## config.mk

```make
export PLATFORM = sky130hd
export DESIGN_NAME = watch_dp
export DESIGN_NICKNAME = d
export VERILOG_FILES = /design/src/rtl/watch_dp.sv
export SDC_FILE = /design/constraint.sdc
export NUM_CORES = 1
export LEC_CHECK = 0
export CAP_MARGIN = 25
export CORE_MARGIN = 2
export CORE_UTILIZATION = 50
export CTS_CLUSTER_DIAMETER = 120
export DETAILED_ROUTE_END_ITERATION = 8
export GPL_ROUTABILITY_DRIVEN = 1
export PLACE_DENSITY = 0.75
export SLEW_MARGIN = 5
export SYNTH_ARGS = -nofsm -noshare
export SYNTH_HDL_FRONTEND = slang
export SYNTH_SLANG_ARGS = --single-unit
```

## constraint.sdc

```tcl
create_clock -name clk -period 2.55 [get_ports clk]
set_clock_uncertainty 0.1 [all_clocks]
set_input_delay 0.51 -clock clk [delete_from_list [all_inputs] [get_ports clk]]
set_output_delay 0.51 -clock clk [all_outputs]
set_load 0.005 [all_outputs]
```

## src/rtl/watch_dp.sv

```systemverilog
// watch_dp: time-keeping datapath for the watch.
// A prescaler derives a centisecond strobe from clk; a single-cycle carry chain
// ripples msec -> sec -> min -> hour. Six adjust ticks from the control unit
// step sec/min/hour by one with wrap-around and never carry or borrow. An adjust
// on a field wins over that cycle's timebase carry into the field, and it also
// blocks the carry out of that field.

module watch_dp #(
    parameter int CLK_HZ   = 100_000_000,
    parameter int TICK_HZ  = 100,
    parameter int RST_HOUR = 12
) (
    input  logic       clk,
    input  logic       rst,
    input  logic       run,
    input  logic       tick_sec_up,
    input  logic       tick_sec_down,
    input  logic       tick_min_up,
    input  logic       tick_min_down,
    input  logic       tick_hour_up,
    input  logic       tick_hour_down,
    output logic [6:0] msec,
    output logic [5:0] sec,
    output logic [5:0] min,
    output logic [4:0] hour,
    output logic       sec_pulse
);

    localparam int              DIV      = CLK_HZ / TICK_HZ;
    localparam int              PW       = (DIV > 1) ? $clog2(DIV) : 1;
    localparam logic [PW-1:0]   PRE_LAST = PW'(DIV - 1);
    localparam logic [6:0]      MSEC_MAX = 7'd99;
    localparam logic [5:0]      SEC_MAX  = 6'd59;
    localparam logic [5:0]      MIN_MAX  = 6'd59;
    localparam logic [5:0]      HOUR_MAX = 6'd23;
    localparam logic [4:0]      HOUR_RST = 5'(RST_HOUR);

    logic [PW-1:0] pre_q;
    logic [PW-1:0] pre_d;
    logic          cen;
    logic          carry_sec;
    logic          carry_min;
    logic          carry_hour;
    logic          sec_adj;
    logic          min_adj;
    logic          hour_adj;
    logic [6:0]    msec_d;
    logic [5:0]    sec_d;
    logic [5:0]    min_d;
    logic [5:0]    hour_d6;
    logic [4:0]    hour_d;

    // Single-step adjust with wrap; up and down together cancel out.
    function automatic logic [5:0] step_field(
        input logic [5:0] v,
        input logic       up,
        input logic       dn,
        input logic [5:0] max_v
    );
        logic [5:0] r;
        r = v;
        if (up && !dn) begin
            r = (v == max_v) ? 6'd0 : v + 6'd1;
        end else if (dn && !up) begin
            r = (v == 6'd0) ? max_v : v - 6'd1;
        end
        return r;
    endfunction

    // Prescaler next value and the centisecond strobe.
    always_comb begin
        cen   = run && (pre_q == PRE_LAST);
        pre_d = pre_q;
        if (run) begin
            pre_d = cen ? '0 : pre_q + 1'b1;
        end
    end

    // msec advance; carry into sec fires on the 99 -> 0 wrap.
    always_comb begin
        carry_sec = cen && (msec == MSEC_MAX);
        msec_d    = msec;
        if (cen) begin
            msec_d = carry_sec ? 7'd0 : msec + 7'd1;
        end
    end

    // sec field: an adjust overrides the carry in and suppresses the carry out.
    always_comb begin
        sec_adj   = tick_sec_up || tick_sec_down;
        carry_min = 1'b0;
        sec_d     = sec;
        if (sec_adj) begin
            sec_d = step_field(sec, tick_sec_up, tick_sec_down, SEC_MAX);
        end else if (carry_sec) begin
            carry_min = (sec == SEC_MAX);
            sec_d     = (sec == SEC_MAX) ? 6'd0 : sec + 6'd1;
        end
    end

    // min field: same rules as sec.
    always_comb begin
        min_adj    = tick_min_up || tick_min_down;
        carry_hour = 1'b0;
        min_d      = min;
        if (min_adj) begin
            min_d = step_field(min, tick_min_up, tick_min_down, MIN_MAX);
        end else if (carry_min) begin
            carry_hour = (min == MIN_MAX);
            min_d      = (min == MIN_MAX) ? 6'd0 : min + 6'd1;
        end
    end

    // hour field: top of the chain, 23 -> 0 has nowhere further to carry.
    always_comb begin
        hour_adj = tick_hour_up || tick_hour_down;
        hour_d6  = {1'b0, hour};
        if (hour_adj) begin
            hour_d6 = step_field({1'b0, hour}, tick_hour_up, tick_hour_down, HOUR_MAX);
        end else if (carry_hour) begin
            hour_d6 = ({1'b0, hour} == HOUR_MAX) ? 6'd0 : {1'b0, hour} + 6'd1;
        end
        hour_d = hour_d6[4:0];
    end

    // State registers; sec_pulse flags a timebase carry into sec even when an adjust overrode it.
    always_ff @(posedge clk or negedge rst) begin
        if (!rst) begin
            pre_q     <= '0;
            msec      <= 7'd0;
            sec       <= 6'd0;
            min       <= 6'd0;
            hour      <= HOUR_RST;
            sec_pulse <= 1'b0;
        end else begin
            pre_q     <= pre_d;
            msec      <= msec_d;
            sec       <= sec_d;
            min       <= min_d;
            hour      <= hour_d;
            sec_pulse <= carry_sec;
        end
    end

endmodule

```

==> results.py <==
metrics = {
    "run_status": {
        "outcome": "completed",
    },
    "global_routing": {
        "antenna_found_initial": 0,
        "grt_use_met1_pct": 30.2,
        "gr-usage-met2_pct": 33.9,
        "grt_max_degree": 46,
        "grt_pass1_vias": 2766,
        "track_usage_pct": 21.5,
        "grt_util_met3_pct": 3.48,
        "grt_pass1_wl_um": 12600,
        "grt_overflow": 0,
        "gr-max-usage-layer": "met2",
    },
    "hold_path": {
        "min_path_type": "in2async",
    },
    "final_layout": {
        "finalNetCount": 424,
        "drive_gt1_share_pct": 10.8,
        "area_delta_synth_final_pct": 18.3,
        "fin_cells": 481,
        "diodes": 0,
    },
    "routing": {
        "final_antenna_net_count": 0,
        "first_pass_iters": 4,
        "wl_per_cell_um": 14.9,
        "wl_um": 7160,
        "via_count": 2899,
        "drc": 0,
        "drt_iter0_markers": 179,
        "vias_per_cell": 6.03,
    },
    "power_and_ir_drop": {
        "vdd_drop_max_v": 0.000505,
        "leakagePower_nw": 1.62,
        "power.density_nw_per_um2": 760,
    },
    "sta": {
        "finalHoldViolCount": 0,
        "slew_violations": 0,
        "worst_pin_slew_ps": 576,
        "min_period_over_period_pct": 90.0,
        "finalSetupViolations": 0,
        "min_period_ps": 2300,
        "tns_ps": 0,
        "max_freq_mhz": 436,
        "relSlewSlack_pct": 61.6,
        "whs_ps": 186,
        "rsz0062_at_grt": "no",
    },
    "clock_tree": {
        "clk_pin_slew_ps": 90,
        "cts_root_buf": "clkbuf_8",
        "clockBufferDepth": 2,
        "cts.hold.buffers_added": 0,
        "post-cts-setup-buffer-count": 0,
        "insertion_delay_ps": 300,
        "cts_tree": "done",
        "cts-resized-gates": 0,
        "cts_sinks": 45,
        "cts-buffers-inserted": 5,
        "cts_max_level": 2,
    },
    "worst_setup_path": {
        "worst_setup_path_start_kind": "register",
        "endpoint_kind": "register",
        "worstPathCellList": "ha_1 -> nand4bb_1 -> nor4_4 -> buf_4 -> nand4b_2 -> and3_1 -> a211o_1",
        "worstSetupPathType": "reg2reg",
        "cp.required_ps": 2690,
        "crit_arrival_ps": 2430,
        "crit_path_max_incr_delay_ps": 440,
        "cp_slowest_cell": "dfrtp_1",
        "crit_fanout": 6,
    },
    "synthesis": {
        "ys_seq_elements": 45,
        "yosysWarnings": 0,
        "ys.flop_type": "dfrtp_1",
        "ys_types": 59,
        "netlist_area_sq_um": 3140,
        "synth_edf_count": 0,
        "synth_cells": 365,
        "syn_area_per_cell_sq_um": 8.61,
        "synth_nets": 384,
        "async_flop_share_pct": 100,
        "yosysSeqAreaShare_pct": 35.9,
    },
    "place": {
        "gp_congestion": 0.905,
        "port_buffers": 33,
        "hpwlAfterDp_um": 5120,
        "place_inst": 473,
    },
    "floorplanning": {
        "die_h_um": 83.3,
        "io_pins": 34,
        "rows": 28,
        "initial_core_util_pct": 52.5,
        "die_x_um": 83.3,
        "coreArea_sq_um": 5990,
        "design.die.area_sq_um": 6940,
    },
    "job": {
        "max-cap-violations": 0,
    },
}
critical path, delay by kind of cell, from the launching register on:
family                   cells  cell delay [ps]
flip-flops                   1              440
buffers and inverters        1              200
AO/OA/AOI/OAI                1              260
AND/OR/NAND/NOR              4             1000
adder cells (fa/ha/maj)      1              240
sequential cells by signal, indices dropped and copies added (netlist names):
register   cells
pre_q         20
sec_pulse      1
sec            6
min            6
msec           7
hour           5
cell families after synthesis:
family	count (synthesis)	share of synthesized area [%]
AO/OA/AOI/OAI	87	18.7
AND/OR/NAND/NOR	153	27.3
adder cells (fa/ha/maj)	10	3.98
XOR/XNOR	20	5.57
flip-flops	45	35.9
multiplexers	10	3.34
buffers and inverters	40	5.17
final timing paths:
path                              to  cells after the start  slack [ps]  startpoint
hold reg to reg            pre_q[19]                      1         380   pre_q[19]
max in group asynchronous    msec[0]                      2        1780         rst
setup / recovery             hour[3]                      7         250     msec[1]
hold / removal                min[3]                      2         190         rst
min in group clk           pre_q[19]                      1         380   pre_q[19]
setup reg to reg             hour[3]                      7         250     msec[1]
cells in the final DEF, fill, tap and decap left out, types with 7 or more instances in the layout:
| master | n |
|---|---|
| inv_1 | 18 |
| nor2_1 | 31 |
| nand3_1 | 18 |
| xor2_1 | 10 |
| nand2_1 | 29 |
| a31oi_1 | 9 |
| ha_1 | 10 |
| dfrtp_1 | 43 |
| nand3b_1 | 9 |
| o21ai_0 | 22 |
| buf_4 | 22 |
| xnor2_1 | 10 |
| nand4_1 | 12 |
| and3_1 | 10 |
| clkdlybuf4s50_1 | 32 |
| a21oi_1 | 12 |
| nor3_1 | 7 |
area by class of cell:
| type | instances | area (sq um) |
|---|---|---|
| clock buffer | 5 | 68.8 |
| multi-input combinational | 280 | 1850 |
| timing repair buffer | 55 | 490 |
| fill | 510 | 2270 |
| sequential | 45 | 1130 |
| tap | 75 | 93.8 |
| inverter | 18 | 67.6 |
| clock inverter | 3 | 17.5 |
where the power goes:
group / leakage, nW / switching, W / internal (W)
combinational: 1.00 / 0.000566 / 0.000635
sequential: 0.573 / 0.000295 / 0.000890
clock: 0.0439 / 0.000251 / 0.000189
total: 1.62 / 0.00111 / 0.00171
synth_stat cells, types with 5 or more instances:
cell | count | area share [%]
nand2b_1 | 6 | 1.2
nand2_1 | 29 | 3.5
and3_1 | 10 | 2.0
inv_1 | 18 | 2.1
nand3b_1 | 9 | 2.1
a21oi_1 | 12 | 1.9
nand4_1 | 12 | 2.4
o31ai_1 | 6 | 1.4
o211ai_1 | 5 | 1.2
a31oi_1 | 9 | 1.8
clkbuf_1 | 17 | 2.0
nand3_1 | 18 | 2.9
ha_1 | 10 | 4.0
mux2i_1 | 6 | 1.9
dfrtp_1 | 43 | 34
xnor2_1 | 10 | 2.8
xor2_1 | 10 | 2.8
nor3_1 | 7 | 1.1
o21ai_0 | 22 | 3.5
nor2_1 | 31 | 3.7
nor2b_1 | 5 | 1.0
per-layer routing:
layer / part of all wire [%] / up-vias / routed length (um)
li1: - / 1428 / -
met1: 47 / 1393 / 3380
met2: 47 / 69 / 3380
met3: 4.4 / 9 / 316
met4: 1.2 / 0 / 88
met5: 0 / - / 0
through the flow:
| step | utilization [%] | cell area [sq um] | setup WS [ps] | power (W) |
|---|---|---|---|---|
| floorplan | - | 3140 | 397 | 0.00193 |
| global placement | 60.6 | 3630 | 40.1 | 0.00235 |
| detailed placement | 60.6 | 3630 | -11.8 | 0.00239 |
| CTS | 62.1 | 3720 | 235 | 0.00284 |
| global route | 62.1 | 3720 | 50.1 | 0.00306 |
| finish | 62.1 | 3720 | 255 | 0.00283 |
No activity file was read; power rests on OpenSTA's default activity.
